$ cat config.mk
export PLATFORM = sky130hd
export DESIGN_NAME = redirect_ctrl
export DESIGN_NICKNAME = d
export VERILOG_FILES = /design/src/rtl/redirect_ctrl.sv
export SDC_FILE = /design/constraint.sdc
export NUM_CORES = 1
export LEC_CHECK = 0
export CORE_MARGIN = 2
export CORE_UTILIZATION = 56
export DETAILED_ROUTE_END_ITERATION = 8
export GPL_TIMING_DRIVEN = 0
export PLACE_DENSITY = 0.85
export SLEW_MARGIN = 20
export SYNTH_ARGS = -nofsm -noshare
export SYNTH_HDL_FRONTEND = slang
export SYNTH_SLANG_ARGS = --single-unit
$ cat constraint.sdc
create_clock -name clk -period 6.2 [get_ports clk]
set_clock_uncertainty 0.05 [all_clocks]
set_input_delay 1.24 -clock clk [delete_from_list [all_inputs] [get_ports clk]]
set_output_delay 1.24 -clock clk [all_outputs]
set_load 0.02 [all_outputs]
$ cat src/rtl/redirect_ctrl.sv
// rtl/redirect_ctrl.sv - prioritised redirect sequencer with predictor-update FIFO
// Optional statistics counters are enabled with REDIR_STATS_EN.
module redirect_ctrl #(
    parameter int PC_W      = 64,
    parameter int UPD_DEPTH = 4
`ifdef REDIR_STATS_EN
    ,
    parameter int CNT_W     = 32
`endif
) (
    input  logic            clk,
    input  logic            reset,
    input  logic            ex_valid,
    input  logic            ex_is_cf,
    input  logic            ex_taken,
    input  logic [PC_W-1:0] ex_pc,
    input  logic            ex_pd_fail,
    input  logic [PC_W-1:0] ex_pc_correct,
    input  logic            cm_redirect,
    input  logic [PC_W-1:0] cm_target,
    output logic            redir_valid,
    output logic [PC_W-1:0] redir_pc,
    input  logic            redir_ready,
    output logic            flush,
    output logic            upd_valid,
    input  logic            upd_ready,
    output logic [PC_W-1:0] upd_pc,
    output logic [PC_W-1:0] upd_target,
    output logic            upd_taken,
    output logic            upd_drop
`ifdef REDIR_STATS_EN
    ,
    output logic [CNT_W-1:0] stat_cf,
    output logic [CNT_W-1:0] stat_mis
`endif
);
    localparam int AW = $clog2(UPD_DEPTH);

    localparam logic [0:0] IDLE = 1'b0;
    localparam logic [0:0] HOLD = 1'b1;

    logic [0:0]      state;
    logic            ex_fire;
    logic            mis;
    logic            push;
    logic            pop;
    logic            wr_en;
    logic            full;
    logic            empty;
    logic [AW:0]     wr_ptr;
    logic [AW:0]     rd_ptr;
    logic [PC_W-1:0] mem_pc    [UPD_DEPTH];
    logic [PC_W-1:0] mem_tgt   [UPD_DEPTH];
    logic            mem_taken [UPD_DEPTH];

    assign ex_fire = ex_valid & ex_is_cf;
    assign mis     = ex_fire & ex_pd_fail;

    // Only an instruction that survives (no older commit redirect, not wrong-path) is recorded.
    assign push  = ex_fire & (state == IDLE) & ~cm_redirect;
    assign empty = (wr_ptr == rd_ptr);
    assign full  = (wr_ptr[AW] != rd_ptr[AW]) && (wr_ptr[AW-1:0] == rd_ptr[AW-1:0]);
    assign pop   = ~empty & upd_ready;
    assign wr_en = push & (~full | pop);

    assign redir_valid = (state == HOLD);
    assign upd_valid   = ~empty;
    assign upd_pc      = mem_pc[rd_ptr[AW-1:0]];
    assign upd_target  = mem_tgt[rd_ptr[AW-1:0]];
    assign upd_taken   = mem_taken[rd_ptr[AW-1:0]];

    // Commit redirect wins in either state; it also overrides a same-cycle acceptance.
    always_ff @(posedge clk) begin
        if (reset) begin
            state    <= IDLE;
            redir_pc <= '0;
            flush    <= 1'b0;
        end else begin
            flush <= 1'b0;
            if (cm_redirect) begin
                state    <= HOLD;
                redir_pc <= cm_target;
                flush    <= 1'b1;
            end else if (state == IDLE && mis) begin
                state    <= HOLD;
                redir_pc <= ex_pc_correct;
                flush    <= 1'b1;
            end else if (state == HOLD && redir_ready) begin
                state <= IDLE;
            end
        end
    end

    always_ff @(posedge clk) begin
        if (reset) begin
            wr_ptr   <= '0;
            rd_ptr   <= '0;
            upd_drop <= 1'b0;
        end else begin
            upd_drop <= push & full & ~pop;
            if (wr_en) begin
                wr_ptr <= wr_ptr + {{AW{1'b0}}, 1'b1};
            end
            if (pop) begin
                rd_ptr <= rd_ptr + {{AW{1'b0}}, 1'b1};
            end
        end
    end

    always_ff @(posedge clk) begin
        if (wr_en) begin
            mem_pc[wr_ptr[AW-1:0]]    <= ex_pc;
            mem_tgt[wr_ptr[AW-1:0]]   <= ex_pc_correct;
            mem_taken[wr_ptr[AW-1:0]] <= ex_taken;
        end
    end

`ifdef REDIR_STATS_EN
    always_ff @(posedge clk) begin
        if (reset) begin
            stat_cf  <= '0;
            stat_mis <= '0;
        end else begin
            if (push) begin
                stat_cf <= stat_cf + {{(CNT_W-1){1'b0}}, 1'b1};
            end
            if (mis && state == IDLE && !cm_redirect) begin
                stat_mis <= stat_mis + {{(CNT_W-1){1'b0}}, 1'b1};
            end
        end
    end
`endif

endmodule
; Yosys cells after proc, flatten, opt, wreduce, memory -nomap -nowiden
; Memories as Yosys holds them, arrays and structs flattened. A register that Yosys moved wholly into a read port is not among the register bits.
; Index checks and enable logic that the tools add are counted.
[totals]
mem_count = 3
ramBits = 516
output_inout_bits = 197
regBits = 73
[mem_list]
columns = name, words, word_bits, read_ports, rd_clocked_by_memory_dff, write_ports, line
row1 = mem_pc, 4, 64, 1, 1, 1, 52  ; logic [PC_W-1:0] mem_pc [UPD_DEPTH];
row2 = mem_tgt, 4, 64, 1, 1, 1, 53  ; logic [PC_W-1:0] mem_tgt [UPD_DEPTH];
row3 = mem_taken, 4, 1, 1, 1, 1, 54  ; logic mem_taken [UPD_DEPTH];
[op_classes]
reduce_logical = 5
bitwise_logic = 14
n_addsub = 2
mux = 15
eq_ne = 3
[ops]
columns = cell, n
row1 = 64-bit 2-to-1 mux, 2
row2 = 2-bit 2-to-1 mux, 6
row3 = 1-bit bitwise AND, 8
row4 = 1-bit 2-to-1 mux, 7
row5 = "3-bit by 1-bit adder with 3-bit output, second input constant", 2
row6 = 1-bit inverter, 5
row7 = 3-bit == test, 1
row8 = 1-bit logical AND, 3
row9 = 3-bit nonzero test, 1
row10 = 2-bit == test, 1
row11 = 2-bit nonzero test, 1
row12 = 1-bit inequality test, 1
row13 = 1-bit OR, 1

; Depth between registers and ports, before layout
; Gate-level depths: netlist of the first run.
[logic_depth]
word_depth = 7
depth_mapped = 6
ltp_nobuf = 4

; Least setup slack after synthesis of the first run
; OpenSTA, ideal clock, no wires.
[synth_path]
path_kind = input -> register
startpoint = input ex_is_cf
endpoint = memory mem_pc[0][0], enable pin
setup_time_ns = 0.433
t_required_ns = 5.717
slack_ns = 2.257
n_path_buf = 0
arrival_ns = 3.460
cell_stages = 3
cell_sequence = nor4bb_1 -> o41a_4 -> and2_2
[synth_between]
elab_chain_cells = 6
[synth_rtl]
columns = element, line
row1 = "start, declared", 14  ; input logic ex_is_cf,
row2 = 1-bit bitwise AND, 56  ; assign ex_fire = ex_valid & ex_is_cf;
row3 = 1-bit bitwise AND (2 in series), 60  ; assign push = ex_fire & (state == IDLE) & ~cm_redirect;
row4 = 1-bit bitwise AND, 64  ; assign wr_en = push & (~full | pop);
row5 = 1-bit 2-to-1 mux, 111  ; if (wr_en) begin
row6 = 1-bit 2-to-1 mux (implied by the code), 112  ; mem_pc[wr_ptr[AW-1:0]] <= ex_pc;
row7 = "end, declared", 52
; Every way passes these cells.

==> results.md, run 1 <==
- Detailed placement HPWL: 33.4 mm
- Synth Net Count: ~1200
- Async SR Flop Fraction: 0%
- TNS Setup: 0 ns
- Worst vdd ir: 0.264 mV
- DR vias/cell: 5.90
- Worst-skew pair later-pin latency: between 0.5 and 0.6 ns
- WL per Instance: 25.9 um
- Total number of vias: 12028
- Worst Tran Pin Value: 0.926 ns
- Worst Path Class, Setup: reg2out
- Seq/Total Area, Yosys: 77.8%
- Clk buf depth: 3
- Die area: 40600 um^2
- Cell Chain, Critical Path: clkbuf_1, buf_2, mux4_2, clkdlybuf4s50_1
- # port buffers: 397
- Reg2reg path depth: 4
- RR Endpoint: mem_pc[2][46]
- Most used DFF post-synth: edfxtp_1
- EDFF count, synth: 516
- First-pass DRT Iterations: 5
- Global-route usage over all layers: 26.3%
- Final ANT Viol Nets: 0
- Synth Area in Adders: 0.286%
- Slew Limit Fails: 0
- RSZ-0062 raised after global routing: no
- CP required: between 4 and 5 ns
- Filler Cell Count: approximately 2200
- Internal: 6.68 mW
- Simple-Gate Fraction of Synth Area: 1.65%
- Cells after Synth: around 1000
- Hold Path Sink: redir_pc[4]
- Setup WS post-layout: 1.58 ns
- Status: finished clean
- Num CTS Buffers: between 50 and 60
- Crit Reg-Reg Startpoint: redir_valid
- Mux cell area share after synthesis: 16.3%
- First-pass GRT wire length: 78.6 mm
- Endpoint class of the critical path: primary output
- Drt drc: 0
- R2R setup slack: 3.70 ns
- Delay of the slowest critical-path stage: roughly 0.70 ns
- Nets: 1681
- CTS tree: built
- Setup Fix Bufs, Post-CTS: 0
- Initial antenna violation count: 1
- CP top delay family: buffers and inverters
- Die X: 202 um
- Leak pwr: a little over 9 nW
- Crit path DAT: approximately 3.3 ns
- Sequential Power Share: 51.6%
- CTS clock-pin slew for the worst setup and hold paths: 0.07 ns
- Max_slew headroom: 38.3%
- Main combinational cell family by area after synthesis: multiplexers
- RePlAce Congestion: 0.822
- Initial core utilization: between 50% and 60%
- Utilization after layout: around three quarters
- Initial drt markers: around 1100
- Startpoint Class: flop
- CP bufs+invs: 3
- Flops & latches, synth: 591
- Die height: 202 um
- Resized cells post-CTS: 0
- Slowest stage cell, crit path: clkbuf_1
- P&R area growth vs syn: 30.2%
- Core area: 38600 um^2
- Total global routing overflow: 0
- Logic pwr share: 10.5%
- Synth warn: 0
- FF/Latch Area: 17000 um^2
- Area of the multi-input gates: 4600 um^2
- Clock network fraction of design power: 37.9%
- Minimum clock period: 4.62 ns
- NetSw: ~1.9 mW
- Synth Area in Compound Gates: 2.49%
- Avg Cell Area, Syn: about 22 um^2
- Power Dens Cells: 301 nW/um^2
- Final hold viol count: 0
- Max FO, Critical Path: 10
- Hold Path Cell Cnt: 2
- Sink Count: 591
- Number of global-route vias before repair: 12655
- IO Count: 398
- Largest net degree at the start of global routing: 48
- Post-Synth XOR/XNOR Area: 0.281%
- CTS root buf: clkbuf_16
- # rows: 72
- Peak Freq: ~220 MHz
- Type of the tightest min-delay check: reg2reg
- Diode count: 0
- DRT Wirelength: around 53 mm
- Setup violators final: 0
- Yosys cell types: 29
- Hold Crit Start: redir_pc[4]
- Hold_buf cts: 0
- Setup WS pre-CTS: 2.07 ns
- Share of cells above drive strength 1: 16.6%
- # Max-Cap Violations: 0
- Mapped cell area: approximately 22000 um^2
- H-tree levels: 2
- Final period util: about 74%
- Switch share: 21.9%
## through the flow
stage	hold slack [ns]	std cells	instance area, um^2	power (mW)
CTS	0.448	2037	28400	8.61
detailed placement	0.441	1936	26700	5.39
global route	0.476	2037	28400	8.81
floorplan	0.487	1012	21900	4.92
finish	0.450	2037	28400	8.56
global placement	0.434	1927	26500	5.37
## worst max path at each step
stage | to | cells after the start | slack (ns) | from
after detailed placement | upd_target[3] | 4 | 2.07 | flop
after global placement | mem_pc[0][46] | 4 | 0.50 | cm_redirect
final | upd_target[37] | 4 | 1.58 | flop
after global routing | upd_target[3] | 4 | 1.38 | flop
after floorplan | mem_pc[0][0] | 3 | 2.26 | ex_is_cf
after CTS | upd_target[3] | 4 | 1.43 | flop
## routing by layer
layer / GRT usage [%] / share of wire (%)
met5: 0 / 0.023
met4: 12.7 / 4.8
met3: 6.22 / 7.8
met2: 43.7 / 50
met1: 33.0 / 37
## power groups by stage
| stage | registers, mW | clock network, mW | logic, mW |
|---|---|---|---|
| after global routing | 4.42 | 3.45 | 0.941 |
| final | 4.42 | 3.24 | 0.897 |
| after detailed placement | 4.50 | 0 | 0.890 |
| after floorplan | 4.54 | 0 | 0.377 |
| after global placement | 4.50 | 0 | 0.867 |
| after CTS | 4.42 | 3.29 | 0.902 |
## layout make-up
| type | count | share of cell area [%] |
|---|---|---|
| Sequential cell | 591 | 59.7 |
| Multi-Input combinational cell | 362 | 16.2 |
| Timing Repair Buffer | 406 | 14.8 |
| Clock buffer | 81 | 5.55 |
| Tap cell | 518 | 2.28 |
| Buffer | 57 | 0.893 |
| Clock inverter | 20 | 0.559 |
| Inverter | 2 | 0.0264 |
## logic make-up (layout without fill, tap and decap cells)
logic type,after synthesis,count (layout)
and+or+nand+nor,84,84
xor gates and xnor gates,7,7
buffers and inverters,59,566
DFF,591,591
muxes,195,195
AOI/OAI and AO/OA,71,71
adders and majority gates,5,5
## placed cells by master (no fill, tap or decap), drive strengths merged, types with 2 or more instances in the layout
master,n
edfxtp,516
clkdlybuf4s50,397
mux4,129
clkbuf,108
dfxtp,75
nor2,72
mux2i,66
a211oi,64
buf,39
clkinv,14
xor2,5
ha,5
and2,4
clkinvlp,4
inv,2
xnor2,2
a21oi,2
bufinv,2
## Yosys cell counts (2+ instances only)
cell type,number,area (um^2)
mux2i_1,66,661
a21oi_1,2,10.0
nor2_1,72,270
inv_1,2,7.51
mux4_2,129,2910
a211oi_1,64,480
ha_1,5,62.6
xor2_1,5,43.8
xnor2_1,2,17.5
buf_2,29,145
dfxtp_1,75,1500
edfxtp_1,516,15500
and2_2,3,22.5
clkbuf_1,27,101
## registers in the layout, summed over array words and instances, names as in the netlist, named ones only
| name | flops |
|---|---|
| mem_pc | 256 |
| flush | 1 |
| rd_ptr | 3 |
| upd_drop | 1 |
| redir_valid | 1 |
| redir_pc | 64 |
| mem_taken | 4 |
| mem_tgt | 256 |
| wr_ptr | 3 |
## worst min-delay path, delay by kind of cell (launching register included)
kind	cells	cell delay, ns
and+or+nand+nor	1	0.09
AOI/OAI and AO/OA	1	0.05
DFF	1	0.31
Power figures use the tool's default switching activity.
==> run 2, diff against run 1 <==
--- a/config.mk
+++ b/config.mk
@@ -6,10 +6,10 @@
 export NUM_CORES = 1
 export LEC_CHECK = 0
 export CORE_MARGIN = 2
-export CORE_UTILIZATION = 56
+export CORE_UTILIZATION = 47
 export DETAILED_ROUTE_END_ITERATION = 8
 export GPL_TIMING_DRIVEN = 0
-export PLACE_DENSITY = 0.85
+export PLACE_DENSITY = 0.76
 export SLEW_MARGIN = 20
 export SYNTH_ARGS = -nofsm -noshare
 export SYNTH_HDL_FRONTEND = slang
==> constraint.sdc (replaced) <==
create_clock -name clk -period 3.9 [get_ports clk]
set_clock_uncertainty 0.05 [all_clocks]
set_input_delay 0.78 -clock clk [delete_from_list [all_inputs] [get_ports clk]]
set_output_delay 0.78 -clock clk [all_outputs]
set_load 0.02 [all_outputs]
==> run 2 against run 1 <==
  * Hold slack improved by 0.0018 ns
  * Die area increased by 19%
  * Sequential power increased by 59%
  * Largest power group unchanged
  * Core utilization decreased by 11 points
  * Global-route usage decreased by 5.5 points
  * Worst setup slack got worse by 1.4 ns
  * Clock-buffer cell count decreased by 2
  * Critical path depth unchanged
  * Wire length decreased by 4.3%
  * Largest cell class unchanged
  * Combinational power increased by 57%
  * Sequential cell count unchanged
  * Register-to-register slack got worse by 2.3 ns
==> results.md, run 2 (synthesized netlist as in run 1, its figures left out) <==
- Status: finished clean
- DRT Wirelength: 50.5 mm (-4.3%)
- Area after DPL: 26900 um^2 (+0.64%)
- WL per Instance: 23.6 um (-9.0%)
- CP required: 3.07 ns (-1.84 ns)
- CTS clock-pin slew for the worst setup and hold paths: 0.06 ns (about the same)
- First-pass GRT wire length: 73.8 mm (-6.1%)
- Cell count after placement: 2028 (+4.8%)
- Total number of vias: 11645 (-3.2%)
- Slew Limit Fails: 0 (unchanged)
- Core area: 46300 um^2 (+20%)
- Die height: 220 um (+9.0%)
- Share of cells above drive strength 1: 17.7% (+1.1 points)
- Setup violators final: 0 (unchanged)
- Final Non-Filler Cells: 2141 (+5.1%)
- P&R area growth vs syn: 32.4%
- Worst Path Class, Setup: reg2out
- # port buffers: 397 (unchanged)
- Die X: 220 um (+9.0%)
- Setup Fix Bufs, Post-CTS: 0 (unchanged)
- Global-route usage over all layers: 20.8% (-5.5 points)
- GR met1 Demand/Resource: 25.9% (-7.1 points)
- Num CTS Buffers: 57 (+3.6%)
- Type of the tightest min-delay check: reg2reg
- Worst Tran Pin Value: 0.912 ns (-0.0140 ns)
- Final ANT Viol Nets: 0 (unchanged)
- Startpoint Class: flop
- Worst vdd ir: 0.362 mV (+37%)
- First-pass DRT Iterations: 5 (unchanged)
- # Max-Cap Violations: 0 (unchanged)
- Nets: 1686 (+0.30%)
- Die area: 48200 um^2 (+19%)
- Met3 Use GR: 5.22% (-1.0 points)
- CTS tree: built
- CTS root buf: clkbuf_16
- Initial core utilization: 47.2% (-9.4 points)
- Crit path DAT: 2.93 ns (-0.40 ns)
- Area of the multi-input gates: 4600 um^2 (unchanged)
- IO Count: 398 (unchanged)
- H-tree levels: 2 (unchanged)
- Filler Cell Count: 3250 (+47%)
- FF/Latch Area: 17000 um^2 (unchanged)
- Initial antenna violation count: 8 (+7)
- Final hold viol count: 0 (unchanged)
- GRT busiest layer: met2
- Max_slew headroom: 39.2% (+0.93 points)
- Final hold slack: 0.452 ns (+0.00185 ns)
- Max FO, Critical Path: 10 (unchanged)
- Leading cell types in the layout, fill and taps excluded: 516 x edfxtp_1, 397 x clkdlybuf4s50_1, 129 x mux4_2
- Detailed placement HPWL: 33.5 mm (+0.39%)
- Endpoint class of the critical path: primary output
- Worst-skew pair later-pin latency: 0.59 ns (about the same)
- Largest net degree at the start of global routing: 46 (-4.2%)
- Sink Count: 591 (unchanged)
- Drt drc: 0 (unchanged)
- DR vias/cell: 5.44 (-7.9%)
- RSZ-0062 raised after global routing: no
- Number of global-route vias before repair: 12122 (-4.2%)
- Total global routing overflow: 0 (unchanged)
- Design Area, Final: 28900 um^2 (+1.7%)
- Power Dens Cells: 491 nW/um^2 (+63%)
- Clk buf depth: 3 (unchanged)
- # rows: 79 (+9.7%)
- RePlAce Congestion: 0.769 (-6.5%)
- Minimum clock period: 3.76 ns
- Final period util: a little over nine tenths
- Peak Freq: between 200 and 300 MHz
- Initial drt markers: 779 (-32%)
- Most common cell after layout, fill and taps aside: edfxtp_1
- Leak pwr: 9.52 nW (+1.9%)
- GR Util met2: 35.1% (-8.6 points)
## run 2: cell count changes in the layout (fill, tap and decap cells not counted), sizes merged
cell / before / now
clkinv: 14 / 17
clkinvlp: 4 / 1
buf: 39 / 36
inv: 2 / 4
bufinv: 2 / 9
diode: 0 / 5
clkbuf: 108 / 112
## run 2: layer usage
| metal | vias up | part of all wire, % | routed length (um) |
|---|---|---|---|
| li1 | 5143 | - | - |
| met1 | 5982 | 38 | 19300 |
| met2 | 414 | 51 | 25700 |
| met3 | 100 | 7.4 | 3730 |
| met4 | 6 | 3.5 | 1760 |
| met5 | - | 0.089 | 45 |
## run 2: stage by stage
step | worst slack, ns | util [%] | power [mW] | TNS (ns)
after global routing | 0.00716 | 62.5 | 14.6 | 0
after CTS | 0.0172 | 62.5 | 14.3 | 0
after detailed placement | 0.188 | 58.1 | 8.57 | 0
after global placement | -1.47 | 57.5 | 8.54 | -589.70
after floorplan | 0.417 | - | 7.82 | 0
final | 0.137 | 62.5 | 14.2 | 0
## run 2: final cells by class
| cell class | count | share of cell area, % |
|---|---|---|
| antenna | 5 | 0.0433 |
| buffer | 57 | 0.969 |
| clock buffer | 79 | 5.61 |
| clock inverter | 29 | 1.31 |
| inverter | 2 | 0.0260 |
| multi-input combinational | 362 | 15.9 |
| sequential | 591 | 58.8 |
| tap | 607 | 2.63 |
| timing repair buffer | 409 | 14.8 |
## run 2: worst max-delay path, cell delays in order, from the launching register on
cell and delay (ns):
dfxtp_1 0.36, clkbuf_2 0.40, clkbuf_1 0.57, mux4_2 0.40
clkdlybuf4s50_1 0.59
## run 2: repair_timing
item | CTS | global route
hold buffers | 0 | 0
gates resized for setup | 6 | 8
hold endpoints to repair | 0 | 0
setup endpoints to repair | 100 | 17
gates cloned | 0 | 0
## run 2: path summary, 6_finish.rpt
kind	startpoint	end	slack, ns	cells after the start
worst min register to register	redir_pc[1]	redir_pc[1]	0.45	2
worst max-delay path	flop	upd_pc[23]	0.14	4
worst max register to register	redir_valid	mem_tgt[3][53]	1.43	5
worst min-delay path	redir_pc[1]	redir_pc[1]	0.45	2
## run 2: where the power goes
part	internal [mW]	switching (mW)	total (mW)	leakage (nW)
combinational	0.718	0.692	1.41	3.26
clock	3.50	2.28	5.78	0.983
sequential	6.98	0.0439	7.02	5.28
total	11.2	3.01	14.2	9.52
==> run 3, diff against run 2 <==
--- a/config.mk
+++ b/config.mk
@@ -5,6 +5,7 @@
 export SDC_FILE = /design/constraint.sdc
 export NUM_CORES = 1
 export LEC_CHECK = 0
+export CAP_MARGIN = 25
 export CORE_MARGIN = 2
 export CORE_UTILIZATION = 47
 export DETAILED_ROUTE_END_ITERATION = 8
==> results of run 3 <==
The final DEF is identical to that of run 2; final timing and power are the same.
